[config.mk]
export PLATFORM = sky130hd
export DESIGN_NAME = dmem_access_arbiter
export DESIGN_NICKNAME = d
export VERILOG_FILES = /design/src/rtl/soc_mem_pkg.sv /design/src/rtl/dmem_addr_decode.sv /design/src/rtl/dmem_access_arbiter.sv
export SDC_FILE = /design/constraint.sdc
export NUM_CORES = 1
export LEC_CHECK = 0
export CAP_MARGIN = 10
export CORE_MARGIN = 4
export CORE_UTILIZATION = 43
export DETAILED_ROUTE_END_ITERATION = 16
export PLACE_DENSITY = 0.84
export SLEW_MARGIN = 5
export SYNTH_ARGS = -nofsm -noshare
export SYNTH_HDL_FRONTEND = slang
export SYNTH_HIERARCHICAL = 1
export SYNTH_SLANG_ARGS = --single-unit
[constraint.sdc]
create_clock -name clk -period 5 [get_ports clk]
set_input_delay 1 -clock clk [delete_from_list [all_inputs] [get_ports clk]]
set_output_delay 1 -clock clk [all_outputs]
set_load 0.1 [all_outputs]
[src/rtl/soc_mem_pkg.sv]
// Shared data-memory map constants and arbiter state encoding.
package soc_mem_pkg;

  localparam int unsigned PADDR_W = 11;

  localparam logic [31:0] GP_BASE  = 32'h1001_0000;
  localparam logic [31:0] GP_LIMIT = 32'h1001_0FFF;
  localparam logic [31:0] SP_BASE  = 32'h7FFF_F000;
  localparam logic [31:0] SP_LIMIT = 32'h7FFF_FFFF;

  typedef enum logic [1:0] {
    IDLE,
    ISSUE,
    WAIT,
    RESP
  } arbState_t;

endpackage

[src/rtl/dmem_addr_decode.sv]
// Virtual byte address to physical word address decode for the data RAM.
module dmem_addr_decode
  import soc_mem_pkg::*;
(
  input  logic [31:0] addr,
  output logic [10:0] phys,
  output logic        invalid
);

  // Global window maps to the low half, stack window to the high half.
  always_comb begin
    phys    = '0;
    invalid = 1'b1;
    if (addr >= GP_BASE && addr <= GP_LIMIT) begin
      phys    = addr[12:2];
      invalid = (addr[1:0] != 2'b00);
    end else if (addr >= SP_BASE && addr <= SP_LIMIT) begin
      phys    = {1'b1, addr[11:2]};
      invalid = (addr[1:0] != 2'b00);
    end
  end

endmodule

[src/rtl/dmem_access_arbiter.sv]
// Round-robin arbiter sharing the single-port data RAM between the CPU
// load/store unit (r0) and the debug/loader port (r1).
module dmem_access_arbiter #(
  parameter int unsigned MEM_LAT = 1,
  parameter int unsigned PADDR_W = soc_mem_pkg::PADDR_W
) (
  input  logic               clk,
  input  logic               rst_n,
  input  logic               r0_req,
  input  logic               r0_we,
  input  logic [31:0]        r0_addr,
  input  logic [31:0]        r0_wdata,
  output logic               r0_gnt,
  output logic               r0_rvalid,
  output logic [31:0]        r0_rdata,
  output logic               r0_fault,
  input  logic               r1_req,
  input  logic               r1_we,
  input  logic [31:0]        r1_addr,
  input  logic [31:0]        r1_wdata,
  output logic               r1_gnt,
  output logic               r1_rvalid,
  output logic [31:0]        r1_rdata,
  output logic               r1_fault,
  output logic               mem_en,
  output logic               mem_we,
  output logic [PADDR_W-1:0] mem_addr,
  output logic [31:0]        mem_wdata,
  input  logic [31:0]        mem_rdata,
  output logic [7:0]         fault_cnt
);

  import soc_mem_pkg::*;

  arbState_t   state, nextState;
  logic        ptr;
  logic        sel;
  logic        lWe;
  logic        lFault;
  logic [1:0]  waitCnt;

  logic        anyReq;
  logic        pickSel;
  logic        pickWe;
  logic [31:0] pickAddr;
  logic [31:0] pickWdata;
  logic [10:0] decPhys;
  logic        decInvalid;
  logic        waitLast;
  logic        toResp;
  logic [31:0] respData;

  dmem_addr_decode uDecode (
    .addr    (pickAddr),
    .phys    (decPhys),
    .invalid (decInvalid)
  );

  // Requester selection: pointer breaks ties, otherwise whoever is asking.
  always_comb begin
    anyReq    = r0_req | r1_req;
    pickSel   = (r0_req && r1_req) ? ptr : r1_req;
    pickWe    = pickSel ? r1_we    : r0_we;
    pickAddr  = pickSel ? r1_addr  : r0_addr;
    pickWdata = pickSel ? r1_wdata : r0_wdata;
    waitLast  = (state == WAIT) && (waitCnt == 2'(MEM_LAT - 1));
    toResp    = ((state == ISSUE) && lFault) || waitLast;
    respData  = (lWe || lFault) ? '0 : mem_rdata;
  end

  // Next-state logic.
  always_comb begin
    nextState = state;
    case (state)
      IDLE:    if (anyReq) nextState = ISSUE;
      ISSUE:   nextState = lFault ? RESP : WAIT;
      WAIT:    if (waitLast) nextState = RESP;
      RESP:    nextState = IDLE;
      default: nextState = IDLE;
    endcase
  end

  // State register, transaction latch, wait counter and fairness pointer.
  always_ff @(posedge clk or negedge rst_n) begin
    if (!rst_n) begin
      state   <= IDLE;
      ptr     <= 1'b0;
      sel     <= 1'b0;
      lWe     <= 1'b0;
      lFault  <= 1'b0;
      waitCnt <= '0;
    end else begin
      state <= nextState;
      if (state == IDLE && anyReq) begin
        sel    <= pickSel;
        lWe    <= pickWe;
        lFault <= decInvalid;
      end
      waitCnt <= (state == WAIT) ? waitCnt + 2'd1 : '0;
      if (state == RESP) ptr <= ~sel;
    end
  end

  // Registered outputs, loaded on the edge that enters ISSUE or RESP.
  always_ff @(posedge clk or negedge rst_n) begin
    if (!rst_n) begin
      r0_gnt    <= 1'b0;
      r1_gnt    <= 1'b0;
      r0_rvalid <= 1'b0;
      r1_rvalid <= 1'b0;
      r0_rdata  <= '0;
      r1_rdata  <= '0;
      r0_fault  <= 1'b0;
      r1_fault  <= 1'b0;
      mem_en    <= 1'b0;
      mem_we    <= 1'b0;
      mem_addr  <= '0;
      mem_wdata <= '0;
      fault_cnt <= '0;
    end else begin
      r0_gnt    <= 1'b0;
      r1_gnt    <= 1'b0;
      r0_rvalid <= 1'b0;
      r1_rvalid <= 1'b0;
      r0_rdata  <= '0;
      r1_rdata  <= '0;
      r0_fault  <= 1'b0;
      r1_fault  <= 1'b0;
      mem_en    <= 1'b0;
      mem_we    <= 1'b0;
      mem_addr  <= '0;
      mem_wdata <= '0;
      if (state == IDLE && anyReq) begin
        r0_gnt    <= ~pickSel;
        r1_gnt    <= pickSel;
        mem_en    <= ~decInvalid;
        mem_we    <= pickWe & ~decInvalid;
        mem_addr  <= decInvalid ? '0 : PADDR_W'(decPhys);
        mem_wdata <= decInvalid ? '0 : pickWdata;
      end
      if (toResp) begin
        if (sel) begin
          r1_rvalid <= 1'b1;
          r1_fault  <= lFault;
          r1_rdata  <= respData;
        end else begin
          r0_rvalid <= 1'b1;
          r0_fault  <= lFault;
          r0_rdata  <= respData;
        end
        if (lFault && fault_cnt != 8'hFF) fault_cnt <= fault_cnt + 8'd1;
      end
    end
  end

endmodule

==> out/summary.txt <==
CTS tree -> done
Cells after Synth -> 528
Layout cell share with drive strength beyond 1 -> 0.0838
Site Rows -> 40
Area of the mapped netlist -> 0.00545 sq mm
Crit path max fanout -> 29
Pre-CTS WS -> 570 ps
CP peak stage delay -> 590 ps
Vias in the first global route -> 5083
Slowest-stage cell, CP -> o21ai_4
Seq pwr share -> 0.345
Placed cells -> 959
CTS Sinks -> 131
Num CTS Buffers -> 17
Startpoint Class -> input port
I/O pin cnt -> 289
Die W -> 121 um
Final net count -> 982
Final clock skew -> 15.2 ps
Initial antenna violation count -> 1
Worst Path Buf+Inv -> 4
Vias per Instance -> 5.02
FMAX -> 245 MHz
Core area -> 0.0122 sq mm
Skew-Pair Late Insertion Delay -> 410 ps
Final hold viol count -> 0
Post-route cell area -> 0.00902 sq mm
Maxcap violations -> 0
CTS Hold Bufs -> 0
Post-CTS setup buffers -> 0
DRC -> 0
First-pass GRT wire length -> 27.2 mm
Static leakage -> 4.37 nW
H-Tree Depth -> 4
Gpl congestion -> 0.999
P per Cell Area -> 386 mW/mm^2
Commonest non-fill, non-tap cell in the layout -> clkdlybuf4s50_1
Final wirelength -> 17.9 mm
Largest net degree at the start of global routing -> 65
Die ar. -> 0.0145 sq mm
Top post-synthesis cells by area -> dfrtp_1 60%, nand2_1 11%, and3_1 7.6%
Hold WS -> 429 ps
Seq. cell area -> 0.00328 sq mm
Total congestion overflow -> 0
Avg Inst Size Synth -> 10.3 sq um
Rel. slew slack -> 0.287
Logic pwr share -> 0.295
Die height -> 121 um
Number of setup violations in the final report -> 0
Crit end category -> flop
RSZ-0062 raised after global routing -> false
Internal power -> 0.00228 W
Power share of the clock group -> 0.361
Area delta synth->final -> 65.6%
Yosys warns -> 6
Top cell type's share of synthesized area -> 0.602
Sw Share -> 0.344
Clock buffer depth -> 2
Post_cts resized -> 0
Reg clk slew, reported paths -> 50 ps
Switching pwr -> 0.00119 W
Slew @ Worst Pin -> 1070 ps
Worst path required time -> 5320 ps
Placed instance area -> 0.00841 sq mm
Final worst slack -> 918 ps
Final period util -> 0.816
Area leader, netlist -> dfrtp_1
Sequential area share after synthesis -> 0.602
Post-synthesis register bit count -> 131
Via count -> 4976
IO Port Bufs -> 288
Setup CP Type -> input port to flop
Slew Viols, Final -> 0
Routed len/inst -> 18.0 um
Tmin final -> 4080 ps
Arr. time, crit path -> 4400 ps
Synth cell types -> 47
CP top delay family -> simple AND/OR/NAND/NOR gates
Gr usage total -> 0.243
1st-iter DRT viols -> 495
Antenna viol nets, final -> 0
Multi-input gate area -> 0.00194 sq mm
Synthesized Nets -> 700
Root Buffer -> clkbuf_16
Outcome -> finished clean
First-pass detailed-route iteration total -> 5
Most frequent cells in the layout -> 287 x clkdlybuf4s50_1, 164 x nand2_1, 131 x dfrtp_1
TNS Setup -> 0 ps
Maximum VDD drop -> 0.259 mV
Initial Util -> 0.446
DP HPWL -> 13.4 mm
Cell chain of the critical path -> clkdlybuf4s50_1 -> inv_1 -> o21ai_4 -> nand2_1 -> nand2_1 -> nand4_1 -> nor4_1 -> nand3_1 -> buf_4 -> a211o_1 -> or2_1 -> buf_4 -> a21oi_1
# fillers -> 861
Final std cells w/o fill -> 992
Hold WC Path Type -> flop to flop
power groups by stage:
stage	clock network, W	registers, W	logic (W)
after floorplan	0	0.00149	0.000404
after global placement	0	0.00121	0.000999
after detailed placement	0	0.00122	0.00102
after CTS	0.00127	0.00120	0.00103
after global routing	0.00132	0.00121	0.00109
final	0.00125	0.00120	0.00102
through the flow:
stage / utilization / power, W
final: 0.738 / 0.00348
after global routing: 0.738 / 0.00362
after CTS: 0.738 / 0.00349
after detailed placement: 0.689 / 0.00224
after global placement: 0.689 / 0.00221
after floorplan: - / 0.00189
metal layers:
metal,share of wire,track usage,up-vias
li1,-,-,2301
met1,0.37,0.288,2351
met2,0.52,0.416,289
met3,0.080,0.0716,35
met4,0.031,0.0977,0
met5,0,0,-
cell type report:
cell class              instances  share of cell area
clock inverters                12              0.0172
well taps                     168              0.0233
flip-flops and latches        131               0.364
repair buffers                297               0.327
multi-input cells             353               0.215
inverters                      10             0.00416
diodes                          1            0.000278
clock buffers                  20              0.0495
flip-flops by register name, summed over array words and instances, names as in the netlist:
name       count
mem_addr      11
r1_rdata      32
r0_rdata      32
waitCnt        2
fault_cnt      8
r1_gnt         1
lWe            1
mem_en         1
r1_fault       1
ptr            1
r0_rvalid      1
sel            1
mem_we         1
r0_gnt         1
r1_rvalid      1
mem_wdata     32
state          2
lFault         1
r0_fault       1
cell usage after synthesis, drive strengths merged:
cell type,instances
o211ai,1
a211oi,1
nor2b,2
ha,6
nor3,3
buf,22
a22o,1
nor2,9
nand3,4
o2111ai,1
or3,1
inv,10
a21boi,10
and3,66
o21a,1
nand4,6
a2111oi,1
a211o,1
o221ai,1
nand2,164
or4,2
nor4,2
dfrtp,131
o21ai,6
and2,16
mux2,5
clkbuf,12
xnor2,3
mux2i,1
a21oi,34
a21o,1
xor2,2
and3b,1
or2,1
worst paths after layout:
check / start / end / slack, ps / cells past startpoint
worst min-delay path: waitCnt[0] / waitCnt[0] / 430 / 1
worst max register to register: ptr / mem_wdata[3] / 1760 / 11
min in group asynchronous: rst_n / fault_cnt[3] / 590 / 1
worst min register to register: waitCnt[0] / waitCnt[0] / 430 / 1
worst max-delay path: r0_req / mem_wdata[3] / 920 / 13
max in group asynchronous: rst_n / r1_rdata[21] / 3420 / 2
logic make-up after synthesis:
group / synth area share
AO/OA/AOI/OAI: 0.0770
XOR/XNOR: 0.00804
adder cells (fa/ha/maj): 0.0138
buffers and inverters: 0.0443
flip-flops: 0.602
multiplexers: 0.0122
AND/OR/NAND/NOR: 0.243
(Power assumes the default switching activity.)
